$ cat config.mk
export PLATFORM = sky130hd
export DESIGN_NAME = quadrature_decoder
export DESIGN_NICKNAME = d
export VERILOG_FILES = /design/src/rtl/encoder_pkg.sv /design/src/rtl/debouncer.sv /design/src/rtl/quadrature_decoder.sv
export SDC_FILE = /design/constraint.sdc
export NUM_CORES = 1
export LEC_CHECK = 0
export BUFFER_PORTS_ARGS = -buffer_cell sky130_fd_sc_hd__buf_2
export CAP_MARGIN = 15
export CORE_MARGIN = 10
export CORE_UTILIZATION = 60
export CTS_BUF_LIST = sky130_fd_sc_hd__clkbuf_4
export DETAILED_ROUTE_END_ITERATION = 7
export MAX_ROUTING_LAYER = met4
export PLACE_DENSITY = 0.86
export SLEW_MARGIN = 40
export SYNTH_ARGS = -nofsm -noshare
export SYNTH_HDL_FRONTEND = slang
export SYNTH_SLANG_ARGS = --single-unit
$ cat constraint.sdc
create_clock -name clk -period 4.2 [get_ports clk]
set_input_delay 0.42 -clock clk [delete_from_list [all_inputs] [get_ports clk]]
set_output_delay 0.42 -clock clk [all_outputs]
set_load 0.01 [all_outputs]
$ cat src/rtl/encoder_pkg.sv
// rtl/encoder_pkg.sv - shared phase types and quadrature transition classifier
package encoder_pkg;

    typedef logic [1:0] phase_t;

    // Phase is packed as {a, b}; clockwise order is 00 -> 10 -> 11 -> 01 -> 00.
    localparam phase_t PH_00 = 2'b00;
    localparam phase_t PH_10 = 2'b10;
    localparam phase_t PH_11 = 2'b11;
    localparam phase_t PH_01 = 2'b01;

    typedef enum logic [1:0] {
        QTR_NONE    = 2'd0,
        QTR_INC     = 2'd1,
        QTR_DEC     = 2'd2,
        QTR_ILLEGAL = 2'd3
    } quarter_t;

    function automatic phase_t cw_next(input phase_t p);
        phase_t n;
        case (p)
            PH_00:   n = PH_10;
            PH_10:   n = PH_11;
            PH_11:   n = PH_01;
            default: n = PH_00;
        endcase
        return n;
    endfunction

    // Both bits flipping at once means a transition was missed.
    function automatic quarter_t classify(input phase_t prev, input phase_t cur);
        quarter_t q;
        if (prev == cur)
            q = QTR_NONE;
        else if ((prev ^ cur) == 2'b11)
            q = QTR_ILLEGAL;
        else if (cw_next(prev) == cur)
            q = QTR_INC;
        else
            q = QTR_DEC;
        return q;
    endfunction

endpackage

$ cat src/rtl/debouncer.sv
// rtl/debouncer.sv - two-flop synchroniser plus stability counter for one pin
module debouncer #(
    parameter int DEBOUNCE_CYCLES = 1000
) (
    input  logic clk,
    input  logic rst_n,
    input  logic pin,
    output logic stable
);

    localparam int CNT_W = (DEBOUNCE_CYCLES > 1) ? $clog2(DEBOUNCE_CYCLES) : 1;
    localparam logic [CNT_W-1:0] CNT_MAX = CNT_W'(DEBOUNCE_CYCLES - 1);

    logic             sync1;
    logic             sync2;
    logic [CNT_W-1:0] cnt;

    // Reset to 1 matches the idle pull-up level so release produces no edge.
    always_ff @(posedge clk or negedge rst_n) begin
        if (!rst_n) begin
            sync1 <= 1'b1;
            sync2 <= 1'b1;
        end else begin
            sync1 <= pin;
            sync2 <= sync1;
        end
    end

    // Accept a new level only after it has differed for DEBOUNCE_CYCLES cycles.
    always_ff @(posedge clk or negedge rst_n) begin
        if (!rst_n) begin
            stable <= 1'b1;
            cnt    <= '0;
        end else if (sync2 == stable) begin
            cnt <= '0;
        end else if (cnt == CNT_MAX) begin
            stable <= sync2;
            cnt    <= '0;
        end else begin
            cnt <= cnt + CNT_W'(1);
        end
    end

endmodule

$ cat src/rtl/quadrature_decoder.sv
// rtl/quadrature_decoder.sv - debounced quadrature decode to step/dir/err pulses
module quadrature_decoder
    import encoder_pkg::*;
#(
    parameter int DEBOUNCE_CYCLES = 1000,
    parameter int DETENT_DIV      = 4
) (
    input  logic clk,
    input  logic rst_n,
    input  logic a,
    input  logic b,
    output logic step,
    output logic dir,
    output logic err
);

    localparam int ACC_W = $clog2(DETENT_DIV) + 2;
    localparam logic signed [ACC_W-1:0] ONE     = ACC_W'(1);
    localparam logic signed [ACC_W-1:0] DIV_POS = ACC_W'(DETENT_DIV);
    localparam logic signed [ACC_W-1:0] DIV_NEG = -DIV_POS;

    logic                    deb_a;
    logic                    deb_b;
    phase_t                  cur_phase;
    phase_t                  prev_phase;
    logic signed [ACC_W-1:0] acc;
    logic signed [ACC_W-1:0] acc_inc;
    logic signed [ACC_W-1:0] acc_dec;
    quarter_t                qtr;

    debouncer #(.DEBOUNCE_CYCLES(DEBOUNCE_CYCLES)) u_deb_a (
        .clk    (clk),
        .rst_n  (rst_n),
        .pin    (a),
        .stable (deb_a)
    );

    debouncer #(.DEBOUNCE_CYCLES(DEBOUNCE_CYCLES)) u_deb_b (
        .clk    (clk),
        .rst_n  (rst_n),
        .pin    (b),
        .stable (deb_b)
    );

    assign qtr     = classify(prev_phase, cur_phase);
    assign acc_inc = acc + ONE;
    assign acc_dec = acc - ONE;

    // Register the debounced phase, classify against the previous one and
    // fold quarter-steps into whole detents; step and err are single-cycle.
    always_ff @(posedge clk or negedge rst_n) begin
        if (!rst_n) begin
            cur_phase  <= PH_11;
            prev_phase <= PH_11;
            acc        <= '0;
            step       <= 1'b0;
            dir        <= 1'b0;
            err        <= 1'b0;
        end else begin
            cur_phase  <= {deb_a, deb_b};
            prev_phase <= cur_phase;
            step       <= 1'b0;
            err        <= 1'b0;
            case (qtr)
                QTR_INC: begin
                    if (acc_inc == DIV_POS) begin
                        step <= 1'b1;
                        dir  <= 1'b1;
                        acc  <= '0;
                    end else begin
                        acc <= acc_inc;
                    end
                end
                QTR_DEC: begin
                    if (acc_dec == DIV_NEG) begin
                        step <= 1'b1;
                        dir  <= 1'b0;
                        acc  <= '0;
                    end else begin
                        acc <= acc_dec;
                    end
                end
                QTR_ILLEGAL: begin
                    err <= 1'b1;
                    acc <= '0;
                end
                default: ;
            endcase
        end
    end

endmodule

# Yosys cells after proc, flatten, opt, wreduce, memory -nomap -nowiden
# Cells that the tools add are included.
[classes] n_addsub=4 n_reduce_logical=6 div=0 n_lt_le_gt_ge=0 muxes=20 bitwise=3 mul=0 n_eq_ne=16 shifts=0
[op_table] op="$mux W10" count=4
[op_table] op="$add A10 B1 Y10 const B" count=2
[op_table] op="$eq A10 B10 Y1 const B" count=2
[op_table] op="$pmux W4 S3" count=1
[op_table] op="$eq A2 B2 Y1 const B" count=5
[op_table] op="$mux W2" count=5
[op_table] op="$mux W4" count=2
[op_table] op="$pmux W2 S3" count=1
[op_table] op="$mux W1" count=5
[op_table] op="$add A4 B2 Y4 const B" count=1
[op_table] op="$eq A2 B2 Y1" count=2
[op_table] op="$eq A4 B3 Y1 const B" count=1
[op_table] op="$eq A4 B4 Y1 const B" count=1
[op_table] op="$ne A2 B2 Y1 const B" count=2
[op_table] op="$pmux W1 S2" count=2
[op_table] op="$reduce_and A2 Y1" count=2
[op_table] op="$sub A4 B2 Y4 const B" count=1
[op_table] op="$reduce_and A3 Y1" count=1
[op_table] op="$reduce_bool A3 Y1" count=1
[op_table] op="$eq A1 B1 Y1" count=2
[op_table] op="$eq A2 B1 Y1 const B" count=1
[op_table] op="$logic_not A2 Y1" count=1
[op_table] op="$not A1 Y1" count=2
[op_table] op="$reduce_bool A2 Y1" count=1
[op_table] op="$xor A2 B2 Y2" count=1
[totals] word_cells=63 memories=0 inputBits=4 latchBits=0 mem_bits_ro=0 register_bits=37 output_inout_bits=3 ramBits=0

# Depth between registers and ports, before layout
[logic_depth] ltp_word=11 depth_mapped=6 ltp_nobuf=6

# Modules after synthesis
# Synthesis repeated with hierarchy kept, for this count alone.
[unflattened] hier_cells=179 hier_area_um2=1900.6
[by_module_without_submodules] mod="debouncer" cells_per_inst=55 n_inst=2 area_per_inst_um2=610.6 seq_area_each_um2=329.1
[by_module_without_submodules] mod="quadrature_decoder" cells_per_inst=69 n_inst=1 area_per_inst_um2=679.4 seq_area_each_um2=280.3

# Worst setup path after synthesis
# OpenSTA, ideal clock, no wires.
[synth_timing] path_kind="flip-flop to flip-flop" startpoint="reg cur_phase[1]" endpoint="reg acc[2]" synth_period_minus_slack_ps=1647 path_buffers=1 t_arrival_ps=1509 setup_ps=139 required_time_ps=4061 stages_incl_launch_ff=6 slack_ps=2553 path_cell_list="dfstp_2 buf_2 xnor2_1 or2_2 nor3_1 or4_1"
[synth_via] elab_chain_len=6 elab_cells_between_ends=12 cone_classes="eq/ne: 6; mux: 4; bitwise: 1; reduce/logical: 1"
[synth_lines] element="start, declared" line="quadrature_decoder.sv:24" source="phase_t cur_phase;"
[synth_lines] element="start signal, assigned" line="quadrature_decoder.sv:60" source="cur_phase <= {deb_a, deb_b};"
[synth_lines] element="$eq A2 B2 Y1 / $xor A2 B2 Y2 (equally long branches)" line="encoder_pkg.sv:37, encoder_pkg.sv:35"
[synth_lines] element="$mux W2 / $eq A2 B2 Y1 (equally long branches)" line="encoder_pkg.sv:37, encoder_pkg.sv:35"
[synth_lines] element="$mux W2" line="encoder_pkg.sv:35" source="else if ((prev ^ cur) == 2'b11)"
[synth_lines] element="$mux W2 *" line="encoder_pkg.sv:33" source="if (prev == cur)"
[synth_lines] element="$eq A2 B2 Y1 / $eq A2 B1 Y1 (equally long branches)" line="quadrature_decoder.sv:64" source="case (qtr)"
[synth_lines] element="$pmux W4 S3 / $reduce_bool A3 Y1 (equally long branches)"
[synth_lines] element="end signal, assigned" line="quadrature_decoder.sv:71" source="acc <= acc_inc;"
[synth_lines] element="end, declared" line="quadrature_decoder.sv:26" source="logic signed [ACC_W-1:0] acc;"
# Every way passes the cells marked *; elsewhere a longest branch is shown, timed or not.
# A chain may end at the register's enable or synchronous reset.

# Final worst setup path
# Ends and elaborated chain as after synthesis.

==> results.cfg <==
[critical_path]
slowest_delay_ns = 0.62
crit_required_ns = 4.42
critical_path_class = reg2reg
rr_worst_depth = 4
r2r-start = cur_phase[1]
path_delay_family = simple AND/OR/NAND/NOR gates
cp.depth = 4
start_kind = flip-flop
crit_arrival_ns = 1.87
reg2reg_slack_ns = 2.55
crit_chain = xnor2_1 > or2_2 > nor3_1 > or4_1
path_max_fanout = 5
cpMaxStageDelayCell = dfstp_2
endpoint_kind = flip-flop
crit_buf_inv = 0
r2r_end = acc[2]

[floorplan]
core_um2 = 2780
fp.dieH_um = 74.0
die_width_um = 74.0
rows = 19
die-area_um2 = 5470
io_pins = 7
start_util_pct = 62.8

[pwr]
p_per_area_nw_per_um2 = 308
vdd_drop_max_v = 0.000271
p_leak_nw = 0.805

[timing]
fin_ws_ns = 2.55
max_freq_ghz = 0.604
finalHoldViolCount = 0
setup_viol = 0
max_slew.worst_pin.slew_ns = 0.436
final.setup_skew_ns = 0.00500
grt_setup_unrepaired = no
drv_slew = 0
maxSlewHeadroom_pct = 70.9
fin_crit_ns = 1.65
fin_crit_sh_pct = 39.4
timing.setup.tns_ns = 0

[synth]
ys_top_cells_by_area = dfrtp_1 39%, dfstp_2 15%, xnor2_1 8.0%, nor2_1 6.4%, xor2_1 4.0%
synth_nets = 175
avgSynthCellArea_um2 = 10.5
yosys_warnings = 0
seq_area_frac_synth_pct = 53.7
synth_edf_count = 0
synth_top_area_share_pct = 38.7
synthFlopType = dfrtp_1
synthCells = 166
ys_ff_latch = 37
yosysTopAreaCell = dfrtp_1
netlist_area_um2 = 1750
synthDistinctLibCells = 39
synthArstFlopShare_pct = 100

[routing]
via_per_inst = 5.73
routed_wl_um = 3020
drtIter0Drc = 91
ant_nets = 0
remaining_drc_errors = 0
vias = 1198
post_drt_wl_per_cell_um = 14.4
firstDrtPassIters = 4

[cells_and_area]
diodes = 0
drive_above_1_share_pct = 15.2
multiInputGateArea_um2 = 778
fillers = 208
fin_nets = 186
finalNonFillerCells = 209
fin_area_um2 = 1870
final-seq-area_um2 = 938
fin_util_pct = 67.1
area_growth_pct = 6.73

[flow_run]
drv_cap = 0

[global_routing]
grt_pass1_vias = 1214
antenna_found_initial = 0
track_usage_pct = 12.3
grt_max_degree = 38
grt_first_pass_wirelength_um = 5140
grt-ovfl-total = 0

[placed_design]
dp.cells = 201
gp_congestion = 1.03
hpwl_um = 2190
place_area_um2 = 1810
dpl_worst_slack_ns = 2.57
io_buffers = 6

[clock_tree]
tritoncts = built
ctsResizeCount = 0
cts_hold_buf = 0
cts-buffers-inserted = 5
insertion_delay_ns = 0.34
root_buffer = clkbuf_4
clkTransAtPathRegs_ns = 0.12
cts_buffer_depth = 2
cts_sinks = 37
htreeDepth = 2
cts_setup_buffers = 0

[outcome]
outcome = complete, no violations

[worst_hold_path]
hp-class = in2async
==> sequential cells by signal, indices dropped and copies added, names as in the netlist, 2 cells and up <==
name / flops
prev_phase: 2
u_deb_b.cnt: 10
cur_phase: 2
u_deb_a.cnt: 10
acc: 4
==> Yosys cell counts (4+ instances only) <==
cell	number
xnor2_1	16
nand2_1	12
ha_1	5
xor2_1	8
dfrtp_1	27
nand4_1	4
nor3_1	9
nor2_1	30
nand3_1	6
inv_1	5
dfstp_2	10
==> layout make-up <==
type / count / share of cell area (%)
flip-flops and latches: 37 / 50.3
multi-input cells: 121 / 41.7
well taps: 31 / 2.08
clock buffers: 5 / 2.01
repair buffers: 6 / 1.74
inverters: 6 / 1.21
clock inverters: 3 / 0.939
==> power by group <==
part,internal [W],switching (W)
clock,0.0000635,0.000121
sequential,0.000365,0.00000516
combinational,0.00000655,0.0000135
==> worst max path at each step <==
stage,start,to,slack (ns)
2_1_floorplan,cur_phase[1],acc[2],2.55
3_3_place_gp,cur_phase[1],acc[2],2.60
3_5_place_dp,cur_phase[1],acc[2],2.57
4_1_cts,cur_phase[1],acc[2],2.55
5_1_grt,acc[1],dir,2.47
6_report,cur_phase[1],acc[2],2.55
==> cells in the final DEF, fill, tap and decap left out, types with 4 or more instances in the layout <==
master	n
buf_2	5
clkbuf_4	5
dfrtp_1	27
dfstp_2	10
ha_1	5
inv_1	5
nand2_1	12
nand3_1	6
nand4_1	4
nor2_1	30
nor3_1	9
xnor2_1	16
xor2_1	8
==> metrics by stage <==
stage / total power, W / hold WS [ns]
CTS: 0.000579 / 0.154
finish: 0.000574 / 0.00897
floorplan: 0.000386 / 0.124
global placement: 0.000396 / 0.346
detailed placement: 0.000397 / 0.347
global route: 0.000596 / 0.0233
==> metal layers <==
| metal | global-route usage (%) | wire (um) | vias up | share of wire, % |
|---|---|---|---|---|
| li1 | - | - | 579 | - |
| met1 | 13.2 | 1260 | 583 | 42 |
| met2 | 20.1 | 1560 | 30 | 52 |
| met3 | 3.59 | 138 | 6 | 4.6 |
| met4 | 6.42 | 53 | 0 | 1.8 |
| met5 | - | 0 | - | 0 |
==> kinds of logic (layout without fill, tap and decap cells) <==
kind of cell               Yosys count  in the layout  share of synthesized area (%)
AOI/OAI and AO/OA                   12             12                           5.08
xor gates and xnor gates            25             25                           13.0
adders and majority gates            5              5                           3.58
buffers and inverters                8             20                           1.79
DFF                                 37             37                           53.7
muxes                                4              4                           2.43
and+or+nand+nor                     75             75                           20.5
Note: power is estimated with default switching activity, not from simulation.
